[src/rtl/wb_pkg.sv]
`default_nettype none
// ============================================================================
// Module      : wb_pkg
// Description : Shared Wishbone widths and arbiter state encodings.
// Revision    : 1.0 - initial release
// ============================================================================
package wb_pkg;

    localparam int ADR_W = 32;
    localparam int DAT_W = 32;
    localparam int SEL_W = 4;

    typedef enum logic [1:0] {
        ARB_IDLE = 2'd0,
        ARB_OWN0 = 2'd1,
        ARB_OWN1 = 2'd2
    } arb_state_t;

endpackage
`default_nettype wire

[src/rtl/wb_watchdog.sv]
`default_nettype none
// ============================================================================
// Module      : wb_watchdog
// Description : Saturating cycle counter with clear/enable and a one-cycle
//               terminal-count pulse when an enabled count reaches LIMIT.
// Revision    : 1.0 - initial release
// ============================================================================
module wb_watchdog #(
    parameter int LIMIT = 255
) (
    input  logic clk_i,
    input  logic reset_n,
    input  logic i_clr,
    input  logic i_en,
    output logic o_tc
);

    localparam int                 c_cnt_w = $clog2(LIMIT) + 1;
    localparam logic [c_cnt_w-1:0] c_limit = c_cnt_w'(LIMIT);

    logic [c_cnt_w-1:0] r_cnt;

    assign o_tc = i_en && (r_cnt == c_limit);

    // The terminal pulse restarts the count so a persistent enable never rewraps.
    always_ff @(posedge clk_i or negedge reset_n) begin
        if (!reset_n) begin
            r_cnt <= '0;
        end else if (i_clr || o_tc) begin
            r_cnt <= '0;
        end else if (i_en && (r_cnt != c_limit)) begin
            r_cnt <= r_cnt + 1'b1;
        end
    end

endmodule
`default_nettype wire

[src/rtl/wb_arbiter2.sv]
`default_nettype none
// ============================================================================
// Module      : wb_arbiter2
// Description : Two-master Wishbone classic arbiter, VGA (m1) priority with a
//               CPU (m0) starvation limiter and a slave-ack watchdog.
// Revision    : 1.0 - initial release
// ============================================================================
module wb_arbiter2
    import wb_pkg::*;
#(
    parameter int VGA_BURST_MAX = 8,
    parameter int TIMEOUT       = 255
) (
    input  logic             clk_i,
    input  logic             reset_n,

    input  logic [ADR_W-1:0] m0_adr_i,
    input  logic [DAT_W-1:0] m0_dat_i,
    output logic [DAT_W-1:0] m0_dat_o,
    input  logic             m0_we_i,
    input  logic [SEL_W-1:0] m0_sel_i,
    input  logic             m0_cyc_i,
    input  logic             m0_stb_i,
    output logic             m0_ack_o,
    output logic             m0_err_o,

    input  logic [ADR_W-1:0] m1_adr_i,
    input  logic [DAT_W-1:0] m1_dat_i,
    output logic [DAT_W-1:0] m1_dat_o,
    input  logic             m1_we_i,
    input  logic [SEL_W-1:0] m1_sel_i,
    input  logic             m1_cyc_i,
    input  logic             m1_stb_i,
    output logic             m1_ack_o,
    output logic             m1_err_o,

    output logic [ADR_W-1:0] s_adr_o,
    output logic [DAT_W-1:0] s_dat_o,
    input  logic [DAT_W-1:0] s_dat_i,
    output logic             s_we_o,
    output logic [SEL_W-1:0] s_sel_o,
    output logic             s_cyc_o,
    output logic             s_stb_o,
    input  logic             s_ack_i,

    output logic [1:0]       gnt_o
);

    localparam int                   c_starv_w   = $clog2(VGA_BURST_MAX) + 1;
    localparam logic [c_starv_w-1:0] c_burst_max = c_starv_w'(VGA_BURST_MAX);

    arb_state_t           r_state;
    arb_state_t           w_state_nxt;
    logic [c_starv_w-1:0] r_starv_cnt;
    logic [c_starv_w-1:0] w_starv_nxt;

    logic w_own0;
    logic w_own1;
    logic w_starve;
    logic w_own_cyc;
    logic w_own_stb;
    logic w_wd_en;
    logic w_wd_clr;
    logic w_timeout;

    assign w_own0   = (r_state == ARB_OWN0);
    assign w_own1   = (r_state == ARB_OWN1);
    assign w_starve = (r_starv_cnt == c_burst_max);
    assign gnt_o    = {w_own1, w_own0};

    // Watchdog runs only while the owner's strobe waits on the slave.
    assign w_wd_en  = (w_own0 || w_own1) && w_own_stb && !s_ack_i;
    assign w_wd_clr = !w_wd_en;

    wb_watchdog #(
        .LIMIT (TIMEOUT)
    ) u_watchdog (
        .clk_i   (clk_i),
        .reset_n (reset_n),
        .i_clr   (w_wd_clr),
        .i_en    (w_wd_en),
        .o_tc    (w_timeout)
    );

    always_comb begin
        w_own_cyc = 1'b0;
        w_own_stb = 1'b0;
        s_adr_o   = '0;
        s_dat_o   = '0;
        s_we_o    = 1'b0;
        s_sel_o   = '0;
        if (w_own1) begin
            w_own_cyc = m1_cyc_i;
            w_own_stb = m1_stb_i;
            s_adr_o   = m1_adr_i;
            s_dat_o   = m1_dat_i;
            s_we_o    = m1_we_i;
            s_sel_o   = m1_sel_i;
        end else if (w_own0) begin
            w_own_cyc = m0_cyc_i;
            w_own_stb = m0_stb_i;
            s_adr_o   = m0_adr_i;
            s_dat_o   = m0_dat_i;
            s_we_o    = m0_we_i;
            s_sel_o   = m0_sel_i;
        end
    end

    // A timeout can only fire without s_ack_i, so ack always wins that cycle.
    assign s_cyc_o  = w_own_cyc && !w_timeout;
    assign s_stb_o  = w_own_stb && !w_timeout;

    assign m0_ack_o = w_own0 && s_ack_i;
    assign m0_err_o = w_own0 && w_timeout;
    assign m0_dat_o = w_own0 ? s_dat_i : '0;
    assign m1_ack_o = w_own1 && s_ack_i;
    assign m1_err_o = w_own1 && w_timeout;
    assign m1_dat_o = w_own1 ? s_dat_i : '0;

    always_ff @(posedge clk_i or negedge reset_n) begin
        if (!reset_n) begin
            r_state     <= ARB_IDLE;
            r_starv_cnt <= '0;
        end else begin
            r_state     <= w_state_nxt;
            r_starv_cnt <= w_starv_nxt;
        end
    end

    always_comb begin
        w_state_nxt = r_state;
        w_starv_nxt = r_starv_cnt;
        case (r_state)
            ARB_IDLE: begin
                if (m1_cyc_i && !(m0_cyc_i && w_starve)) begin
                    w_state_nxt = ARB_OWN1;
                    if (!m0_cyc_i) begin
                        w_starv_nxt = '0;
                    end else if (!w_starve) begin
                        w_starv_nxt = r_starv_cnt + 1'b1;
                    end
                end else if (m0_cyc_i) begin
                    w_state_nxt = ARB_OWN0;
                    w_starv_nxt = '0;
                end else begin
                    w_starv_nxt = '0;
                end
            end
            ARB_OWN0: begin
                if (!m0_cyc_i || w_timeout) begin
                    w_state_nxt = ARB_IDLE;
                end
            end
            ARB_OWN1: begin
                if (!m1_cyc_i || w_timeout) begin
                    w_state_nxt = ARB_IDLE;
                end
            end
            default: begin
                w_state_nxt = ARB_IDLE;
            end
        endcase
    end

endmodule
`default_nettype wire

[config.mk]
export PLATFORM = sky130hd
export DESIGN_NAME = wb_arbiter2
export DESIGN_NICKNAME = d
export VERILOG_FILES = /design/src/rtl/wb_pkg.sv /design/src/rtl/wb_watchdog.sv /design/src/rtl/wb_arbiter2.sv
export SDC_FILE = /design/constraint.sdc
export NUM_CORES = 1
export LEC_CHECK = 0
export ABC_AREA = 1
export CORE_AREA = 2 2 124 126
export DETAILED_ROUTE_END_ITERATION = 10
export DIE_AREA = 0 0 126 128
export GPL_TIMING_DRIVEN = 0
export SLEW_MARGIN = 5
export SYNTH_ARGS = -nofsm -noshare
export SYNTH_HDL_FRONTEND = slang
export SYNTH_HIERARCHICAL = 1
export SYNTH_SLANG_ARGS = --single-unit
[constraint.sdc]
create_clock -name clk_i -period 2.5 [get_ports clk_i]
set_clock_uncertainty 0.15 [all_clocks]
set_input_delay 0.5 -clock clk_i [delete_from_list [all_inputs] [get_ports clk_i]]
set_output_delay 0.5 -clock clk_i [all_outputs]
set_load 0.01 [all_outputs]
# Word level (Yosys, flattened, before mapping)
# Cells that the tools add are included.
dict set report totals {
  in_bits 177
  regBits 15
  out_inout_bits 141
}
dict set report op_classes {
  n_eq_ne 9
  reduce_logical 26
  addsub 2
  n_mux 24
}
# operator n
set op_table {}
lappend op_table {{two-way mux 32 bit} 6}
lappend op_table {{two-way mux 4 bit} 5}
lappend op_table {{two-way mux 9 bit} 2}
lappend op_table {{logical AND 1 bit} 12}
lappend op_table {{adder 9 x 1 -> 9 bit, second input constant} 1}
lappend op_table {{equality test 9 x 8 -> 1 bit, second input constant} 1}
lappend op_table {{!= test 9 x 8 -> 1 bit, second input constant} 1}
lappend op_table {{two-way mux 2 bit} 4}
lappend op_table {{logical NOT 1 bit} 6}
lappend op_table {{two-way mux 1 bit} 6}
lappend op_table {{!= test 3 bit, second input constant} 2}
lappend op_table {{one-hot mux 2 bit (3 select lines)} 1}
lappend op_table {{adder 4 x 1 -> 4 bit, second input constant} 1}
lappend op_table {{equality test 4 bit, second input constant} 1}
lappend op_table {{logical OR 1 bit} 4}
lappend op_table {{!= test 2 x 1 -> 1 bit, second input constant} 2}
lappend op_table {{AND reduction 3 bit} 1}
lappend op_table {{equality test 2 x 1 -> 1 bit, second input constant} 1}
lappend op_table {{equality test 2 bit, second input constant} 1}
lappend op_table {{logical NOT 2 bit} 1}
lappend op_table {{AND reduction 2 bit} 1}
lappend op_table {{nonzero test 2 bit} 1}

# Longest topological paths before layout
# Gate-level depths: netlist of the first run.
dict set report depth {
  depth_word 9
  mapped_depth 16
  depth_no_buf 14
}

# By module
# The synthesis of the first run kept the hierarchy.
# module area_each_um2 seq_area_each_um2 cells_per_inst instances
set modules_own_cells {}
lappend modules_own_cells {wb_arbiter2 1761.7 150.1 298 1}
lappend modules_own_cells {wb_watchdog 509.2 225.2 65 1}

# Worst setup path after synthesis of the first run
# OpenSTA, ideal clock, no wires.
dict set report synth_path {
  kind {reg-to-output}
  startpoint {register r_state[1]}
  endpoint {output port s_cyc_o}
  setup_slack_ns 0.180
  path_buffers 2
  stages_incl_launch_ff 14
  t_arrival_ns 1.670
  path_cell_list {dfrtp_1 inv_1 ha_1 buf_4 inv_2 nor2_8 buf_6 a22oi_4 nor2_4 nand2_1 inv_2 inv_1 nand2_1 a21oi_1}
}
dict set report synth_via {
  elab_chain_cells 8
  word_cells_on_any_way 12
}
# element line_no
set synth_lines {}
lappend synth_lines {{start, declared} wb_arbiter2.sv:52} ;# arb_state_t r_state;
lappend synth_lines {{start signal, assigned} wb_arbiter2.sv:125} ;# r_state <= w_state_nxt;
lappend synth_lines {{equality test 2 x 1 -> 1 bit (*)} wb_arbiter2.sv:66} ;# assign w_own0 = (r_state == ARB_OWN0);
lappend synth_lines {{net w_own0} wb_arbiter2.sv:57} ;# logic w_own0;
lappend synth_lines {{two-way mux 1 bit} wb_arbiter2.sv:99} ;# end else if (w_own0) begin
lappend synth_lines {{two-way mux 1 bit} wb_arbiter2.sv:92} ;# if (w_own1) begin
lappend synth_lines {{logical AND 1 bit (*) (2 in a row)} wb_arbiter2.sv:72} ;# assign w_wd_en = (w_own0 || w_own1) && w_own_stb && !s_ack_i;
lappend synth_lines {{net w_wd_en} wb_arbiter2.sv:62} ;# logic w_wd_en;
lappend synth_lines {{logical AND 1 bit (*)} wb_watchdog.sv:23} ;# assign o_tc = i_en && (r_cnt == c_limit);
lappend synth_lines {{net w_timeout} wb_arbiter2.sv:64} ;# logic w_timeout;
lappend synth_lines {{logical NOT 1 bit (*)} wb_arbiter2.sv:110} ;# assign s_cyc_o = w_own_cyc && !w_timeout;
lappend synth_lines {{logical AND 1 bit (*)} wb_arbiter2.sv:110}
lappend synth_lines {{end, declared} wb_arbiter2.sv:42} ;# output logic s_cyc_o,
# Mark *: on every way through the listed nets, which the timed path passes. The rest lies on a longest branch.

# Worst setup path after layout of the first run
dict set report layout_path {
  startpoint {register r_state[0]}
  endpoint {output port s_adr_o[25]}
}
dict set report layout_via {
  word_cells_on_any_way 4
}
# element line_no
set layout_lines {}
lappend layout_lines {{equality test 2 bit} wb_arbiter2.sv:67} ;# assign w_own1 = (r_state == ARB_OWN1);
lappend layout_lines {{net w_own1} wb_arbiter2.sv:58} ;# logic w_own1;
lappend layout_lines {{two-way mux 32 bit} wb_arbiter2.sv:92}
lappend layout_lines {{end, declared} wb_arbiter2.sv:37} ;# output logic [ADR_W-1:0] s_adr_o,
# The timed path passes the listed nets, and every way through them passes these cells.

==> results of run 1 <==
==> sequential cells by signal, indices dropped and copies added (netlist names) <==
signal,flops
u_watchdog/r_cnt,9
r_starv_cnt,4
r_state,2
==> logic make-up (layout without fill, tap and decap cells) <==
family,after synthesis,count (layout)
and+or+nand+nor,137,138
buffers and inverters,120,488
AOI/OAI and AO/OA,82,82
xor gates and xnor gates,1,1
other,0,2
DFF,15,15
adders and majority gates,8,8
==> metal layers <==
layer	GRT usage (%)	part of all wire [%]
met4	1.616	0.87
met3	13.23	15
met2	34.54	47
met5	0	0.055
met1	23.66	37
==> repair_timing <==
action,4_1_cts,5_1_grt
pin swaps,12,18
cloned,6,1
endpoints found under the hold margin,0,0
buffers inserted,27,21
setup endpoints to repair,138,132
resized for setup,339,158
hold buffers,0,0
==> final timing paths <==
| path | cells after the start | endpoint | slack [ns] |
|---|---|---|---|
| hold reg to reg | 2 | u_watchdog/r_cnt[6] | 0.37 |
| setup / recovery | 9 | s_adr_o[25] | -0.1 |
| hold / removal | 2 | u_watchdog/r_cnt[6] | 0.37 |
| min in group asynchronous | 1 | u_watchdog/r_cnt[5] | 0.52 |
| max in group asynchronous | 1 | u_watchdog/r_cnt[6] | 1.27 |
| setup reg to reg | 13 | u_watchdog/r_cnt[0] | 0.23 |
==> cells in the mapped netlist <==
master	number	area share [%]
o21ai_1	2	0.44
o22ai_1	1	0.28
inv_1	91	15
dfrtp_1	15	17
nand3_1	7	1.5
a21oi_1	5	1.1
a22oi_4	1	0.94
nand2_1	103	17
ha_1	8	4.4
nor2_2	1	0.28
nor2_4	5	2.5
nand2_2	1	0.28
buf_6	3	1.5
nand4_1	3	0.83
o21ai_0	4	0.88
nor3_1	2	0.44
a22o_1	69	27
buf_2	13	2.9
nor2_8	1	0.88
buf_4	5	1.7
xor2_1	1	0.39
clkbuf_1	4	0.66
nor2_1	14	2.3
inv_2	4	0.66
==> cells in the final DEF, fill, tap and decap left out, drive strengths merged <==
cell type        n
o21ai            6
a21oi            5
nor3             2
clkbuf          20
nand4            3
clkdlybuf4s15    1
nor2            22
a22o            69
clkinv           1
ha               8
diode            2
buf            122
a22oi            1
o22ai            1
dfrtp           15
xor2             1
nand3            7
inv             95
nand2          104
dlymetal6s2s    71
clkdlybuf4s50  178
==> report_power, final <==
group | switching (W) | internal, W | total, W | leakage [nW]
combinational | 0.00215 | 0.00244 | 0.00460 | 4.27
sequential | 0.0000401 | 0.000278 | 0.000318 | 0.206
clock | 0.0000907 | 0.000213 | 0.000304 | 0.0409
total | 0.00229 | 0.00293 | 0.00522 | 4.52
==> worst max-delay path: cells and delay by family, from the launching register on <==
family	cells	cell delay [ns]
buffers and inverters	6	0.76
AOI/OAI and AO/OA	1	0.23
adders and majority gates	1	0.21
DFF	1	0.43
and+or+nand+nor	1	0.06
==> final cells by class <==
class / instances / area [um2] / share of cell area, %
Antenna cell: 2 / 5.005 / 0.07610
Clock inverter: 1 / 5.005 / 0.07610
Tap cell: 188 / 235.2 / 3.577
Buffer: 22 / 276.5 / 4.205
Sequential cell: 15 / 375.4 / 5.708
Timing Repair Buffer: 367 / 3677 / 55.92
Multi-Input combinational cell: 229 / 1560 / 23.73
Clock buffer: 3 / 75.07 / 1.142
Inverter: 95 / 366.6 / 5.575
==> per-stage QoR <==
step	power [W]	util (%)	instance area, um2
detailed placement	0.004206	38.21	5679
global route	0.005602	44.23	6574
global placement	0.004242	38.21	5679
finish	0.005218	44.24	6576
CTS	0.005041	41.67	6193
floorplan	0.001940	-	2271
==> results by group, run 1 <==
Synthesis
  – Synthesized instance count: 363
  – Largest family of logic cells by synthesized area: compound AO/OA/AOI/OAI gates
  – Area of the mapped netlist: 2271 um2
  – Synth Area in XOR/XNOR: 0.3857%
  – Count of state elements after synthesis: 15
  – Share of synthesized area occupied by flip-flops and latches: between 15 and 20%
  – Post-synthesis compound-gate area fraction: a little under a third
  – Warnings, synthesis: 6
  – Post-synthesis mux area share: 0%
  – Netlist cell types: 24
  – Average footprint of a synthesized cell: 6.256 um2
  – Post-Synth Simple-Gate Area: 26.06%
  – Fraction of the mapped netlist area in adder cells: under 10%
  – Synthesized netlist net count: roughly 550

GRT
  – Global-route wire length before repair: between 20,000 and 25,000 um
  – Initial antenna violation count: 2
  – GRT Residual Overflow: 0
  – Largest net degree at the start of global routing: 16
  – Via count of the first global-routing pass: 3,657
  – Overall routing resource usage: 20.82%

Setup path
  – Critical Path Fanout Max: 7
  – Source of the worst register-to-register timing path: r_state[0]
  – Critical path's largest stage delay: 0.43 ns
  – Worst setup path start: r_state[0]
  – Type of destination of the critical path: output pin
  – Most used cell along the critical path: buf_4
  – Arrival time of the worst setup path: 1.95 ns
  – Critical path startpoint category: flop
  – Class of the most critical setup path: flop to output pin
  – CP Cell Sequence: inv_2 -> ha_4 -> nor2_4 -> buf_4 -> buf_8 -> buf_4 -> buf_4 -> a22o_4 -> buf_6
  – Slowest stage cell on the critical path: dfrtp_1
  – Data required time at the worst endpoint: 1.85 ns

Routing
  – Via count: 3,833
  – First-pass iteration count of the detailed router: 4
  – Routed vias/inst: 4.157
  – First-iteration detailed-routing DRC count: 124
  – Detail-routed net length per standard cell: 19.86 um
  – Number of nets still failing antenna checks after routing: 0
  – Total wirelength of the detailed-routed design: approximately 18,000 um
  – DRC errors left: 0

Run status
  – Status: finished with violations
  – Failing checks: setup timing

Pwr
  – Power density over the cells: approximately 800 nW/um2
  – Static leakage power: 4.516 nW
  – VDD IR max: 0.0003524 V

STA
  – Endpoints failing setup: 7
  – Tmin final: between 2 and 3 ns
  – Achievable Freq: 385.1 MHz
  – Setup WS post-layout: -0.09659 ns
  – Hold Vio Cnt, Final: 0
  – Worst slew pin tran: around 0.66 ns
  – Final hold slack: 0.3660 ns
  – Headroom to the max-slew limit: between 50% and 60%
  – Summed negative setup slack over all endpoints: -0.3788 ns
  – Final worst-path cycle share: 103.9%
  – Pins over their slew limit: 0
  – RSZ-0062 raised after global routing: yes

Clocking
  – Number of sinks on the clock net: 15
  – Clk Tree Root Cell: clkbuf_16
  – Clock latency on the worst-skew pair: 0.24 ns
  – Clock slew seen by the registers of the worst setup and hold paths: 0.05 ns
  – CTS tree: built
  – Max Buffers Root-to-Sink: 2
  – Number of H-tree branching levels: 1
  – Number of buffers created by CTS: 3

Place
  – Routability-driven placement congestion ratio: 0.8377
  – Worst slack at placement: -0.7085 ns
  – Number of buffers added on ports: 317
  – Half-perimeter wire length after detailed placement: 14,950 um
  – Placed insts: between 800 and 900

Layout
  – Cell Count, Final, Fillers Out: 922
  – Total number of nets in the final design: 918
  – Filler cell count in the final layout: roughly 1,500
  – Layout area overhead: 189.6%
  – Layout cells sized above 1: 25.00%

Hold path
  – Worst hold-check path type: flop to flop
  – Hold wc startpoint: u_watchdog/r_cnt[6]

Die
  – Placeable Area: 14,860 um2
  – Ports: 318
  – Initial core utilization: 15.28%
  – Die Span X: 126 um
  – Row Count: 45
  – DIE AREA: 16,130 um2
  – Vertical extent of the die: 128 um

Run
  – Maximum capacitance violations: 0
(Power assumes the default switching activity.)
==> run 2, diff against run 1 <==
--- a/config.mk
+++ b/config.mk
@@ -9,6 +9,7 @@
 export CORE_AREA = 2 2 124 126
 export DETAILED_ROUTE_END_ITERATION = 10
 export DIE_AREA = 0 0 126 128
+export GPL_ROUTABILITY_DRIVEN = 0
 export GPL_TIMING_DRIVEN = 0
 export SLEW_MARGIN = 5
 export SYNTH_ARGS = -nofsm -noshare
==> results of run 2 <==
Same layout as run 1: the final DEF is identical, and so are final timing and power.
==> run 3, diff against run 2 <==
--- a/config.mk
+++ b/config.mk
@@ -14,5 +14,4 @@
 export SLEW_MARGIN = 5
 export SYNTH_ARGS = -nofsm -noshare
 export SYNTH_HDL_FRONTEND = slang
-export SYNTH_HIERARCHICAL = 1
 export SYNTH_SLANG_ARGS = --single-unit
==> run 3 against run 2 <==
The flow still finishes with violations (setup timing). Final cell count is 4.9% lower. Clock power barely moved. Register-to-register slack gained 0.28 ns. Critical endpoint is now m1_dat_o[9].
==> results by group, run 3 <==
Place
  – Total placed instance area: 5589 um2 (was 5679 um2)
  – Number of buffers added on ports: 317 (unchanged)
  – Placed insts: 850 (was 868)
  – Worst slack at placement: -0.4763 ns (was -0.7085 ns)
  – Half-perimeter wire length after detailed placement: 12,540 um (was 14,950 um)

Run status
  – Status: finished with violations (unchanged)
  – Failing checks: setup timing (unchanged)

Clocking
  – Clk Tree Root Cell: clkbuf_16 (unchanged)
  – Clock slew seen by the registers of the worst setup and hold paths: 0.05 ns (about the same)
  – CTS tree: built (unchanged)
  – Max Buffers Root-to-Sink: 2 (unchanged)
  – Number of H-tree branching levels: 1 (unchanged)
  – Clock latency on the worst-skew pair: 0.24 ns (about the same)
  – CTS hold repair buffers: 0 (unchanged)
  – Number of sinks on the clock net: 15 (unchanged)
  – Number of buffers created by CTS: 3 (unchanged)

Synthesis
  – Fraction of the mapped netlist area in adder cells: 4.590% (was 4.408%)
  – Largest family of logic cells by synthesized area: compound AO/OA/AOI/OAI gates (unchanged)
  – Post-synthesis compound-gate area fraction: 29.72% (was 30.25%)
  – Synthesized netlist net count: 530 (was 548)
  – Share of synthesized area occupied by flip-flops and latches: 17.21% (was 16.53%)
  – Netlist cell types: 26 (was 24)
  – Post-synthesis mux area share: 0% (unchanged)
  – Dominant synthesized flop cell: dfrtp_1 (unchanged)
  – Post-Synth Simple-Gate Area: 24.27% (was 26.06%)
  – Area of the mapped netlist: 2181 um2 (was 2271 um2)
  – Leading cell types by count after synthesis: inv_1, nand2_1, a22o_1 (was nand2_1, inv_1, a22o_1)
  – Share of Yosys cell area claimed by the top area cell type: 27.71% (was 26.61%)
  – Dominant cell by count in the synthesized netlist: inv_1 (was nand2_1)
  – Top area cells in the synthesized netlist: a22o_1, dfrtp_1, inv_1 (was a22o_1, nand2_1, dfrtp_1)
  – Average footprint of a synthesized cell: 6.321 um2 (was 6.256 um2)
  – Synth area leader: a22o_1 (unchanged)
  – Synth Area in XOR/XNOR: 1.606% (was 0.3857%)
  – Count of state elements after synthesis: 15 (unchanged)
  – Async set-or-reset flop fraction in the synthesized netlist: 100.0% (unchanged)
  – Warnings, synthesis: 0 (was 6)
  – Number of enable flip-flop cells after synthesis: 0 (unchanged)
  – Synthesized instance count: 345 (was 363)

Layout
  – Most frequent cells in the layout: clkdlybuf4s50_1, inv_1, nand2_1, a22o_1, dlygate4sd2_1 (was clkdlybuf4s50_1, nand2_1, inv_1, dlymetal6s2s_1, a22o_1)
  – Finished Cell Area: 5766 um2 (was 6576 um2)
  – Filler cell count in the final layout: 1,558 (was 1,487)
  – Layout cells sized above 1: 21.17% (was 25.00%)
  – Total number of nets in the final design: 871 (was 918)
  – Number of flip-flops under the largest register name: 9 (unchanged)
  – Leading registers by flop count: u_watchdog.r_cnt (9), r_starv_cnt (4), r_state (2) (was u_watchdog/r_cnt (9), r_starv_cnt (4), r_state (2))
  – Cell Count, Final, Fillers Out: 877 (was 922)
  – Most common library cell in the layout ignoring fill and taps: clkdlybuf4s50_1 (unchanged)
  – Layout area overhead: 164.4% (was 189.6%)
  – Top reg by flops: u_watchdog.r_cnt (was u_watchdog/r_cnt)
  – Fin util: 38.79% (was 44.24%)

Pwr
  – Power density over the cells: 692.0 nW/um2 (was 793.5 nW/um2)
  – VDD IR max: 0.0003410 V (was 0.0003524 V)
  – Static leakage power: 3.479 nW (was 4.516 nW)

STA
  – RSZ-0062 raised after global routing: yes (unchanged)
  – Endpoints failing setup: 1 (was 7)
  – Setup WS post-layout: -0.1089 ns (was -0.09659 ns)
  – Summed negative setup slack over all endpoints: -0.1089 ns (was -0.3788 ns)
  – Headroom to the max-slew limit: 55.31% (was 56.07%)
  – Achievable Freq: 383.3 MHz (was 385.1 MHz)
  – Tmin final: 2.609 ns (was 2.597 ns)
  – Final worst-path cycle share: 104.4% (was 103.9%)
  – Hold Vio Cnt, Final: 0 (unchanged)
  – Pins over their slew limit: 0 (unchanged)
  – Worst slew pin tran: 0.6683 ns (was 0.6569 ns)

Setup path
  – Critical Path Fanout Max: 10 (was 7)
  – Data required time at the worst endpoint: 1.85 ns (about the same)
  – Slowest stage cell on the critical path: clkdlybuf4s50_1 (was dfrtp_1)
  – Reg2Reg Setup Slack: 0.51 ns (was 0.23 ns)
  – Type of destination of the critical path: output pin (unchanged)
  – CP Cell Sequence: inv_2 -> ha_2 -> buf_6 -> buf_12 -> buf_6 -> nand2_1 -> inv_1 -> clkdlybuf4s50_1 (was inv_2 -> ha_4 -> nor2_4 -> buf_4 -> buf_8 -> buf_4 -> buf_4 -> a22o_4 -> buf_6)
  – Critical path's largest stage delay: 0.52 ns (was 0.43 ns)
  – Arrival time of the worst setup path: 1.96 ns (was 1.95 ns)
  – Destination of the worst register-to-register timing path: r_state[1] (was u_watchdog/r_cnt[0])
  – Most used cell along the critical path: buf_6 (was buf_4)
  – Class of the most critical setup path: flop to output pin (unchanged)
  – R2R depth: 12 (was 13)
  – Critical path startpoint category: flop (unchanged)
  – Source of the worst register-to-register timing path: u_watchdog.r_cnt[0] (was r_state[0])

GRT
  – Initial antenna violation count: 4 (was 2)
  – Global-route wire length before repair: 21,420 um (was 24,600 um)
  – Largest net degree at the start of global routing: 16 (unchanged)
  – Via count of the first global-routing pass: 3,467 (was 3,657)
  – GRT Residual Overflow: 0 (unchanged)
  – Overall routing resource usage: 17.07% (was 20.82%)

Die
  – Ports: 318 (unchanged)
  – Initial core utilization: 14.67% (was 15.28%)
  – Die Span X: 126 um (unchanged)
  – Row Count: 45 (unchanged)
  – Vertical extent of the die: 128 um (unchanged)
  – Placeable Area: 14,860 um2 (unchanged)
  – DIE AREA: 16,130 um2 (unchanged)

Routing
  – DRC errors left: 0 (unchanged)
  – Number of nets still failing antenna checks after routing: 0 (unchanged)
  – Via count: 3,604 (was 3,833)
  – First-iteration detailed-routing DRC count: 112 (was 124)
  – First-pass iteration count of the detailed router: 4 (unchanged)
  – Total wirelength of the detailed-routed design: 15,210 um (was 18,310 um)
  – Detail-routed net length per standard cell: 17.34 um (was 19.86 um)
  – Routed vias/inst: 4.109 (was 4.157)

Hold path
  – Sink of the worst hold path: u_watchdog.r_cnt[7] (was u_watchdog/r_cnt[6])
  – Hold wc startpoint: u_watchdog.r_cnt[7] (was u_watchdog/r_cnt[6])
  – Worst hold-check path type: flop to flop (unchanged)
  – Worst Hold Depth: 2 (unchanged)

Run
  – Maximum capacitance violations: 0 (unchanged)
run 3: changes by cell type after synthesis, sizes merged, moves of 2 or more:
cell / delta
nor2: -3
nand2: -15
xor2: +2
inv: -2
a21oi: -2
run 3: final cells by class:
type	count	area (um2)	share of cell area [%]
Timing Repair Buffer	336	2987	51.80
Inverter	93	356.6	6.185
Multi-Input combinational cell	212	1424	24.70
Buffer	25	299.0	5.187
Tap cell	188	235.2	4.080
Clock buffer	4	78.83	1.367
Antenna cell	4	10.01	0.1736
Sequential cell	15	375.4	6.510
run 3: worst max-delay path by stage:
stage	endpoint	slack, ns	cells past startpoint	from
2_1_floorplan	m0_err_o	0.44	8	u_watchdog.r_cnt[0]
3_3_place_gp	s_dat_o[1]	-0.43	6	r_state[0]
3_5_place_dp	s_dat_o[1]	-0.48	6	r_state[0]
4_1_cts	m1_dat_o[9]	-0.15	8	r_state[0]
5_1_grt	m1_dat_o[9]	-0.19	8	r_state[0]
6_report	m1_dat_o[9]	-0.11	8	r_state[0]
run 3: power breakdown:
part           switching (W)  internal, W  total (W)
registers          0.0000332     0.000273   0.000306
logic                0.00171      0.00167    0.00338
clock network      0.0000891     0.000215   0.000304
run 3: timing repair:
action                     4_1_cts  5_1_grt
setup endpoints to repair      137       77
buffers inserted                15        4
pin swaps                        8        9
resized for setup              331       85
run 3: layer usage:
metal | share of wire [%] | vias to the layer above | track usage (%)
met5 | 0 | - | 0
met4 | 0.97 | 0 | 1.875
met3 | 8.0 | 8 | 5.092
met2 | 50 | 141 | 30.27
met1 | 41 | 1672 | 21.12
li1 | - | 1783 | -
run 3: critical path, delay by kind of cell, from the launching register on:
family                   cells  cell delay, ns
AND/OR/NAND/NOR              1            0.06
flip-flops                   1            0.41
buffers and inverters        6            1.07
adder cells (fa/ha/maj)      1            0.18
run 3: through the flow:
stage | power [W] | hold WS, ns
after floorplan | 0.001808 | 0.05441
after global placement | 0.003783 | 0.2924
after detailed placement | 0.003792 | 0.3080
after CTS | 0.004026 | 0.3767
after global routing | 0.004253 | 0.4058
final | 0.003989 | 0.3790
run 3: kinds of logic after synthesis:
kind of cell	Yosys count
flops	15
fa+ha+maj	8
simple gates	123
buf+inv	118
compound gates	77
xor+xnor	4
